**src/rtl/rle_enc_param.sv**
```systemverilog
// rtl/rle_enc_param.sv - parametrised LSB-first run-length encoder, FIFO in / FIFO out
// Optional statistics counters are enabled by defining RLE_STATS_EN.
module rle_enc_param #(
  parameter int IN_W  = 8,
  parameter int CNT_W = 23
) (
  input  logic             clk,
  input  logic             rst,
  input  logic             recv_ready,
  input  logic [IN_W-1:0]  in_data,
  output logic             rd_req,
  input  logic             end_of_stream,
  input  logic             send_ready,
  output logic             wr_req,
  output logic [CNT_W:0]   out_data,
  output logic             busy
`ifdef RLE_STATS_EN
  ,
  output logic [31:0]      stat_words,
  output logic [31:0]      stat_tokens
`endif
);

  localparam int IDX_W = $clog2(IN_W);
  localparam logic [IDX_W-1:0] LAST_IDX = IDX_W'(IN_W - 1);
  localparam logic [CNT_W-1:0] CNT_MAX  = '1;

  typedef enum logic [2:0] {
    S_IDLE, S_REQ, S_WAIT, S_LOAD, S_SCAN, S_EMIT, S_DONE
  } state_t;

  state_t            state_q, state_d;
  logic              rd_req_q, rd_req_d;
  logic              wr_req_q, wr_req_d;
  logic [CNT_W:0]    out_data_q, out_data_d;
  logic [IN_W-1:0]   shift_q, shift_d;
  logic [IDX_W-1:0]  idx_q, idx_d;
  logic              value_q, value_d;
  logic [CNT_W-1:0]  count_q, count_d;
  logic              final_q, final_d;
`ifdef RLE_STATS_EN
  logic [31:0]       stat_words_q, stat_words_d;
  logic [31:0]       stat_tokens_q, stat_tokens_d;
`endif

  always_comb begin
    state_d    = state_q;
    rd_req_d   = 1'b0;
    wr_req_d   = 1'b0;
    out_data_d = out_data_q;
    shift_d    = shift_q;
    idx_d      = idx_q;
    value_d    = value_q;
    count_d    = count_q;
    final_d    = final_q;
`ifdef RLE_STATS_EN
    stat_words_d  = stat_words_q;
    stat_tokens_d = stat_tokens_q;
`endif
    case (state_q)
      S_IDLE: state_d = S_REQ;
      S_REQ: begin
        if (recv_ready) begin
          rd_req_d = 1'b1;
          state_d  = S_WAIT;
        end else if (end_of_stream) begin
          if (count_q != '0) begin
            final_d = 1'b1;
            state_d = S_EMIT;
          end else begin
            state_d = S_DONE;
          end
        end
      end
      S_WAIT: state_d = S_LOAD;
      S_LOAD: begin
        shift_d = in_data;
        idx_d   = '0;
        state_d = S_SCAN;
`ifdef RLE_STATS_EN
        stat_words_d = stat_words_q + 32'd1;
`endif
      end
      S_SCAN: begin
        // A mismatching or saturating bit is left in place so it seeds the next run
        if (count_q == '0 || (shift_q[0] == value_q && count_q != CNT_MAX)) begin
          if (count_q == '0) value_d = shift_q[0];
          count_d = count_q + 1'b1;
          shift_d = shift_q >> 1;
          idx_d   = idx_q + 1'b1;
          if (idx_q == LAST_IDX) state_d = S_REQ;
        end else begin
          final_d = 1'b0;
          state_d = S_EMIT;
        end
      end
      S_EMIT: begin
        if (send_ready) begin
          out_data_d = {value_q, count_q};
          wr_req_d   = 1'b1;
          count_d    = '0;
          state_d    = final_q ? S_DONE : S_SCAN;
`ifdef RLE_STATS_EN
          stat_tokens_d = stat_tokens_q + 32'd1;
`endif
        end
      end
      S_DONE: begin
        count_d = '0;
        state_d = S_IDLE;
      end
      default: state_d = S_IDLE;
    endcase
  end

  always_ff @(posedge clk) begin
    if (rst) begin
      state_q    <= S_IDLE;
      rd_req_q   <= 1'b0;
      wr_req_q   <= 1'b0;
      out_data_q <= '0;
      shift_q    <= '0;
      idx_q      <= '0;
      value_q    <= 1'b0;
      count_q    <= '0;
      final_q    <= 1'b0;
`ifdef RLE_STATS_EN
      stat_words_q  <= '0;
      stat_tokens_q <= '0;
`endif
    end else begin
      state_q    <= state_d;
      rd_req_q   <= rd_req_d;
      wr_req_q   <= wr_req_d;
      out_data_q <= out_data_d;
      shift_q    <= shift_d;
      idx_q      <= idx_d;
      value_q    <= value_d;
      count_q    <= count_d;
      final_q    <= final_d;
`ifdef RLE_STATS_EN
      stat_words_q  <= stat_words_d;
      stat_tokens_q <= stat_tokens_d;
`endif
    end
  end

  assign rd_req   = rd_req_q;
  assign wr_req   = wr_req_q;
  assign out_data = out_data_q;
  assign busy     = (state_q != S_IDLE);
`ifdef RLE_STATS_EN
  assign stat_words  = stat_words_q;
  assign stat_tokens = stat_tokens_q;
`endif

endmodule
```
**config.mk**
```make
export PLATFORM = sky130hd
export DESIGN_NAME = rle_enc_param
export DESIGN_NICKNAME = d
export VERILOG_FILES = /design/src/rtl/rle_enc_param.sv
export SDC_FILE = /design/constraint.sdc
export NUM_CORES = 1
export LEC_CHECK = 0
export BUFFER_PORTS_ARGS = -buffer_cell sky130_fd_sc_hd__buf_4
export CAP_MARGIN = 30
export CORE_AREA = 2 2 76 78
export DETAILED_ROUTE_END_ITERATION = 10
export DIE_AREA = 0 0 78 80
export PLACE_DENSITY = 0.74
export SYNTH_ARGS = -nofsm -noshare
export SYNTH_HDL_FRONTEND = slang
export SYNTH_SLANG_ARGS = --single-unit
```
**constraint.sdc**
```tcl
create_clock -name clk -period 2.6 [get_ports clk]
set_input_delay 0.52 -clock clk [delete_from_list [all_inputs] [get_ports clk]]
set_output_delay 0.52 -clock clk [all_outputs]
set_load 0.01 [all_outputs]
```
# After elaboration in Yosys (flattened, before gate mapping)
# Index checks and enable logic that the tools add are counted.
# classes
n_addsub	2
eq_ne	17
n_mux	22
bitwise_logic	2
reduce_logical	17
# op_table
op	n
case mux 23 bit (3 select lines)	1
two-way mux 23 bit	2
adder 23 x 1 -> 23 bit, second input constant	1
logical NOT 23 bit	1
!= test 23 bit, second input constant	1
nonzero test 23 bit	1
two-way mux 3 bit	6
case mux 3 bit (6 select lines)	1
case mux 8 bit (2 select lines)	1
== test 3 bit, second input constant	4
!= test 2 bit, second input constant	6
AND reduction 3 bit	3
two-way mux 8 bit	1
== test 3 x 2 -> 1 bit, second input constant	2
two-way mux 1 bit	6
!= test 3 bit, second input constant	2
case mux 3 bit (2 select lines)	1
nonzero test 3 bit	2
AND reduction 5 bit	1
two-way mux 2 bit	2
AND reduction 2 bit	2
nonzero test 2 bit	2
OR reduction 2 bit	2
adder 3 x 1 -> 3 bit, second input constant	1
other kinds (7)	8
# word_totals
register_bits	65
input_bits	13
output_inout_bits	27
wordCells	69

# Logic depth before layout (Yosys ltp)
# logic_depth
word_depth	5
ltp_mapped	10
mapped_depth_nobuf	8

# Worst setup path after synthesis
# OpenSTA, ideal clock, no wires.
# synth_path
path_kind	flip-flop to flip-flop
start	reg count_q[2]
end	reg shift_q[0]
setup_time_ps	132
t_arrival_ps	1950
required_time_ps	2468
setup_slack_ps	518
path_stages_with_launch	9
n_path_buf	2
period_less_slack_ps	2082
cell_sequence	dfxtp_1 > and4_4 > nand4_4 > o41a_1 > buf_6 > or2_1 > buf_6 > a22oi_2 > a21oi_1
# synth_between
elab_chain_cells	5
elab_cells_between_ends	6
cone_classes	2 x eq/ne; 4 x reduce/logical
# synth_rtl
item	line	source
from (decl)	39	logic [CNT_W-1:0] count_q, count_d;
from (signal assigned)	139	count_q <= count_d;
!= test 23 bit	86	if (count_q == '0 || (shift_q[0] == value_q && count_q != CNT_MAX)) begin
logical AND 1 bit	86	
logical OR 1 bit (*)	86	
!= test 2 bit (no line) (*)	-	
AND reduction 2 bit (no line) (*)	-	
to (signal assigned)	136	shift_q <= shift_d;
to (decl)	36	logic [IN_W-1:0] shift_q, shift_d;
# Mark *: on every way between the ends. The rest lies on a longest branch, timed or not.
# A chain may end at the register's enable or synchronous reset.

# Final worst setup path
# layout_path
start	reg count_q[3]
end	reg shift_q[6]
# The elaborated chain is that of the path after synthesis.

==> results summary <==
The flow ran to the end, and the final reports show no timing, DRC or antenna violations. Entering global routing, the biggest net connects between 40 and 50 pins. The share of the Yosys chip area taken by registers is between 40% and 50%. Post-CTS repair changed the size of 0 cells. The number of iterations in the first detailed-routing pass came out at 4. The fraction of the mapped netlist area in adder cells came out at 1.66%.

The synthesized netlist contains a little under 50 unique library cells. The data arrival at the endpoint of the critical path is approximately 2.5 ns. The share of total power in sequential cells came out at around 47%.

The clock insertion delay at the later pin of the skew report came out at about 0.34 ns. The total global routing track utilization is between 20% and 30%. Yosys attributes the largest share of cell area to sky130_fd_sc_hd__dfxtp_1 43%, sky130_fd_sc_hd__nand2_1 8.8%, sky130_fd_sc_hd__a21oi_1 8.6%, sky130_fd_sc_hd__a22oi_2 2.9%, sky130_fd_sc_hd__nand3_1 2.5%. The largest total area in the synthesized netlist belongs to sky130_fd_sc_hd__dfxtp_1. The count of final hold-check violations came out at 0. The register area is 1300 um2. Of the total synthesized cell area, the portion taken by AND, OR, NAND and NOR gates is roughly 26%. The leakage power summed over all cells came out at 0.00130 uW.

For this run the aggregate overflow at the end of global routing stands at 0. The min-delay analysis places its worst path in the category in2reg. After clock tree synthesis, the setup repair step added 0 buffers.

The horizontal extent of the die is a little under 80 um. The proportion of synthesized flip-flops having asynchronous set or reset is 0%. The count of flip-flops with a built-in enable after synthesis is 0. The number of nets in the synthesized netlist is roughly 380. The minimum hold slack is 0.420 ns. Summing all multi-input logic gate instances after layout gives ~1600 um2.

The final critical path time including I/O delays and setup came out at 2.34 ns. The number of violations reported at the end of detailed-routing iteration 0 is 83. The number of warning messages in the yosys log came out at 0. The post-synthesis share of cell area spent on xor and xnor gates came out at under 10%. The post-synth design cell area is ~3000 um2. The element type at the critical path start is a flip-flop.

VDD sags by at most 0.383 mV. The TritonCTS sink count came out at 65. The cts-stage hold buffer count is 0. The routed wire length is 6.78 mm.

The count of port buffers added during placement is 39. The number of buffers created by CTS came out at 9. The worst clock skew came out at around 0.0086 ns. The flop and latch count out of synthesis is between 60 and 70.

The switching part of the total power is 25.0%. The via count of the routed design came out at 2,720. The count of final max-slew check failures came out at 0. The post-synthesis to final-layout area growth is 19.2%. The die height came out at about 80 um.

The portion of total power attributed to combinational logic came out at 11.3%. The buffer depth of the longest clock path came out at 2. Among all flip-flop cells after synthesis, the most frequent one is sky130_fd_sc_hd__dfxtp_1. The first-pass GRT wire length is around 11 mm. The proportion of netlist area held by the largest area contributor came out at 43.1%. The total inserted antenna cells came out at 0. Using the TritonRoute via totals, the vias-per-cell ratio works out to between 5 and 6. The number of instances in the synthesized netlist came out at around 370. The internal power consumption is about 1700 uW. Setup repair after global routing left no endpoint under its margin. The number of antenna-violating nets in the routed design is 0. The number of remaining DRC errors came out at 0. The count of boundary I/O pins came out at 40. The floorplan step defined a core boundary enclosing between 5000 and 6000 um2.

The initial antenna violation count is 0. The overall die area came out at between 6000 and 7000 um2. The H-tree depth is 3. By area, the combinational part of the netlist is dominated by simple AND/OR/NAND/NOR gates. Max-cap violations in this run came to 0.

The complex-gate fraction of the synthesized area is 22.9%. Per report_power, the clock group accounts for a little over two fifths of the total. The worst slew margin relative to its limit came out at 63.9%. The number of global-route vias before repair is 2,529.

The fill cell total of the finished layout is 496. The tree is rooted in a sky130_fd_sc_hd__clkbuf_8. The initial core utilization is 55.9%.

The clock-pin transition on the worst setup and hold timing paths came out at 0.07 ns. The power per unit of standard cell area is about 630 nW/um2. After detailed routing, the average wire length per cell comes to around 14 um. The type of the setup path with the least slack is reg2reg.

STA classifies the critical path endpoint as a flip-flop. The final setup violation count came out at 0. The final weighted congestion of routability-driven global placement is around 0.88. The final cell area excluding filler cells came out at between 3000 and 4000 um2. Counting instances in the post-synthesis netlist gives the leading cell types as 71 x sky130_fd_sc_hd__nand2_1, 65 x sky130_fd_sc_hd__dfxtp_1, 52 x sky130_fd_sc_hd__a21oi_1, 19 x sky130_fd_sc_hd__nor2_1, 18 x sky130_fd_sc_hd__clkbuf_1. The sum of negative setup slack came out at 0 ns. The instance area at placement came out at 3380 um2. The layout net count came out at 421.

The slew of the pin with the lowest slew margin is ~0.54 ns. Of the post-synthesis cell area, the part taken by muxes is less than 1%. The data required time at the worst endpoint is about 2.8 ns. The maximum clock frequency came out at approximately 430 MHz. Summed over all nets, the switching power comes to between 500 and 600 uW. The average size of a mapped cell came out at around 8.3 um2.

Of the cells placed in the final design, the portion with a size suffix greater than 1 is about a fifth. The most repeated cell in the gate-level netlist after synthesis is sky130_fd_sc_hd__nand2_1. The total half-perimeter wirelength after legalization and detailed placement is roughly 4.6 mm.

TritonCTS built the clock tree. The final critical path takes up 89.9% of the cycle. The largest driver fanout on the critical path is 10.

After floorplanning, the core was divided into 27 placement rows.
-- metrics by stage --
| stage | worst slack (ns) | std cells | utilization [%] | power [uW] |
|---|---|---|---|---|
| after detailed placement | 0.276 | 465 | 62.6 | 1330 |
| after global placement | 0.298 | 465 | 62.6 | 1330 |
| after CTS | 0.265 | 481 | 66.6 | 2280 |
| after global routing | 0.103 | 481 | 66.6 | 2350 |
| after floorplan | 0.518 | 365 | - | 1250 |
| final | 0.264 | 481 | 66.6 | 2260 |
-- layer usage --
layer	GRT usage [%]	routed length, um	up-vias
li1	-	-	1392
met1	27.8	3110	1257
met2	38.0	3240	54
met3	6.22	238	17
met4	11.9	197	0
met5	0	0	-
-- cells in the final DEF (no fill, tap or decap), drive strengths merged, types with 4 or more instances in the layout --
cell	synthesis	layout
o21ai	18	18
or3	12	12
ha	4	4
nand2	71	71
and4	4	4
nor4	5	5
a22o	7	7
buf	5	51
nor3	4	4
or4	4	4
nand3	15	15
xor2	5	5
o2111ai	5	5
nand4	5	5
nor2	19	19
clkbuf	18	11
a21oi	52	52
nor2b	4	4
dfxtp	65	65
a22oi	7	7
-- power by group through the flow --
| stage | combinational (uW) | clock, uW | sequential (uW) |
|---|---|---|---|
| finish | 256 | 946 | 1060 |
| global route | 281 | 1010 | 1060 |
| CTS | 256 | 969 | 1050 |
| detailed placement | 253 | 0 | 1080 |
| global placement | 249 | 0 | 1080 |
| floorplan | 199 | 0 | 1050 |
-- sequential cells by signal, summed over array words and instances (netlist names) --
register / cells
rd_req: 1
value_q: 1
shift_q: 8
wr_req: 1
out_data: 24
idx_q: 3
final_q: 1
state_q: 3
count_q: 23
-- worst max-delay path: stages (launching register included) --
cell,delay [ns]
sky130_fd_sc_hd__dfxtp_1,0.45
sky130_fd_sc_hd__and4_4,0.30
sky130_fd_sc_hd__nand4_4,0.15
sky130_fd_sc_hd__o41a_1,0.55
sky130_fd_sc_hd__or2_1,0.47
sky130_fd_sc_hd__a22oi_2,0.19
sky130_fd_sc_hd__a21oi_1,0.08
-- cells by family (layout without fill, tap and decap cells) --
| group | after synthesis | after routing |
|---|---|---|
| fa+ha+maj | 4 | 4 |
| mux | 2 | 2 |
| buf+inv | 26 | 70 |
| simple gates | 155 | 155 |
| xor+xnor | 7 | 7 |
| compound gates | 106 | 106 |
| flops | 65 | 65 |
-- area by class of cell --
type	count	area share, %
Inverter	3	0.313
Clock inverter	5	2.19
Timing Repair Buffer	51	10.6
Clock buffer	11	3.92
Sequential cell	65	36.1
Tap cell	72	2.50
Multi-Input combinational cell	274	44.3
-- final timing paths --
kind | slack, ns | to | from | depth (start not counted)
max reg2reg | 0.26 | shift_q[6] | count_q[3] | 6
max | 0.26 | shift_q[6] | count_q[3] | 6
min reg2reg | 0.45 | out_data[20] | out_data[20] | 2
min | 0.42 | shift_q[7] | in_data[7] | 3
Note: power is estimated with default switching activity, not from simulation.
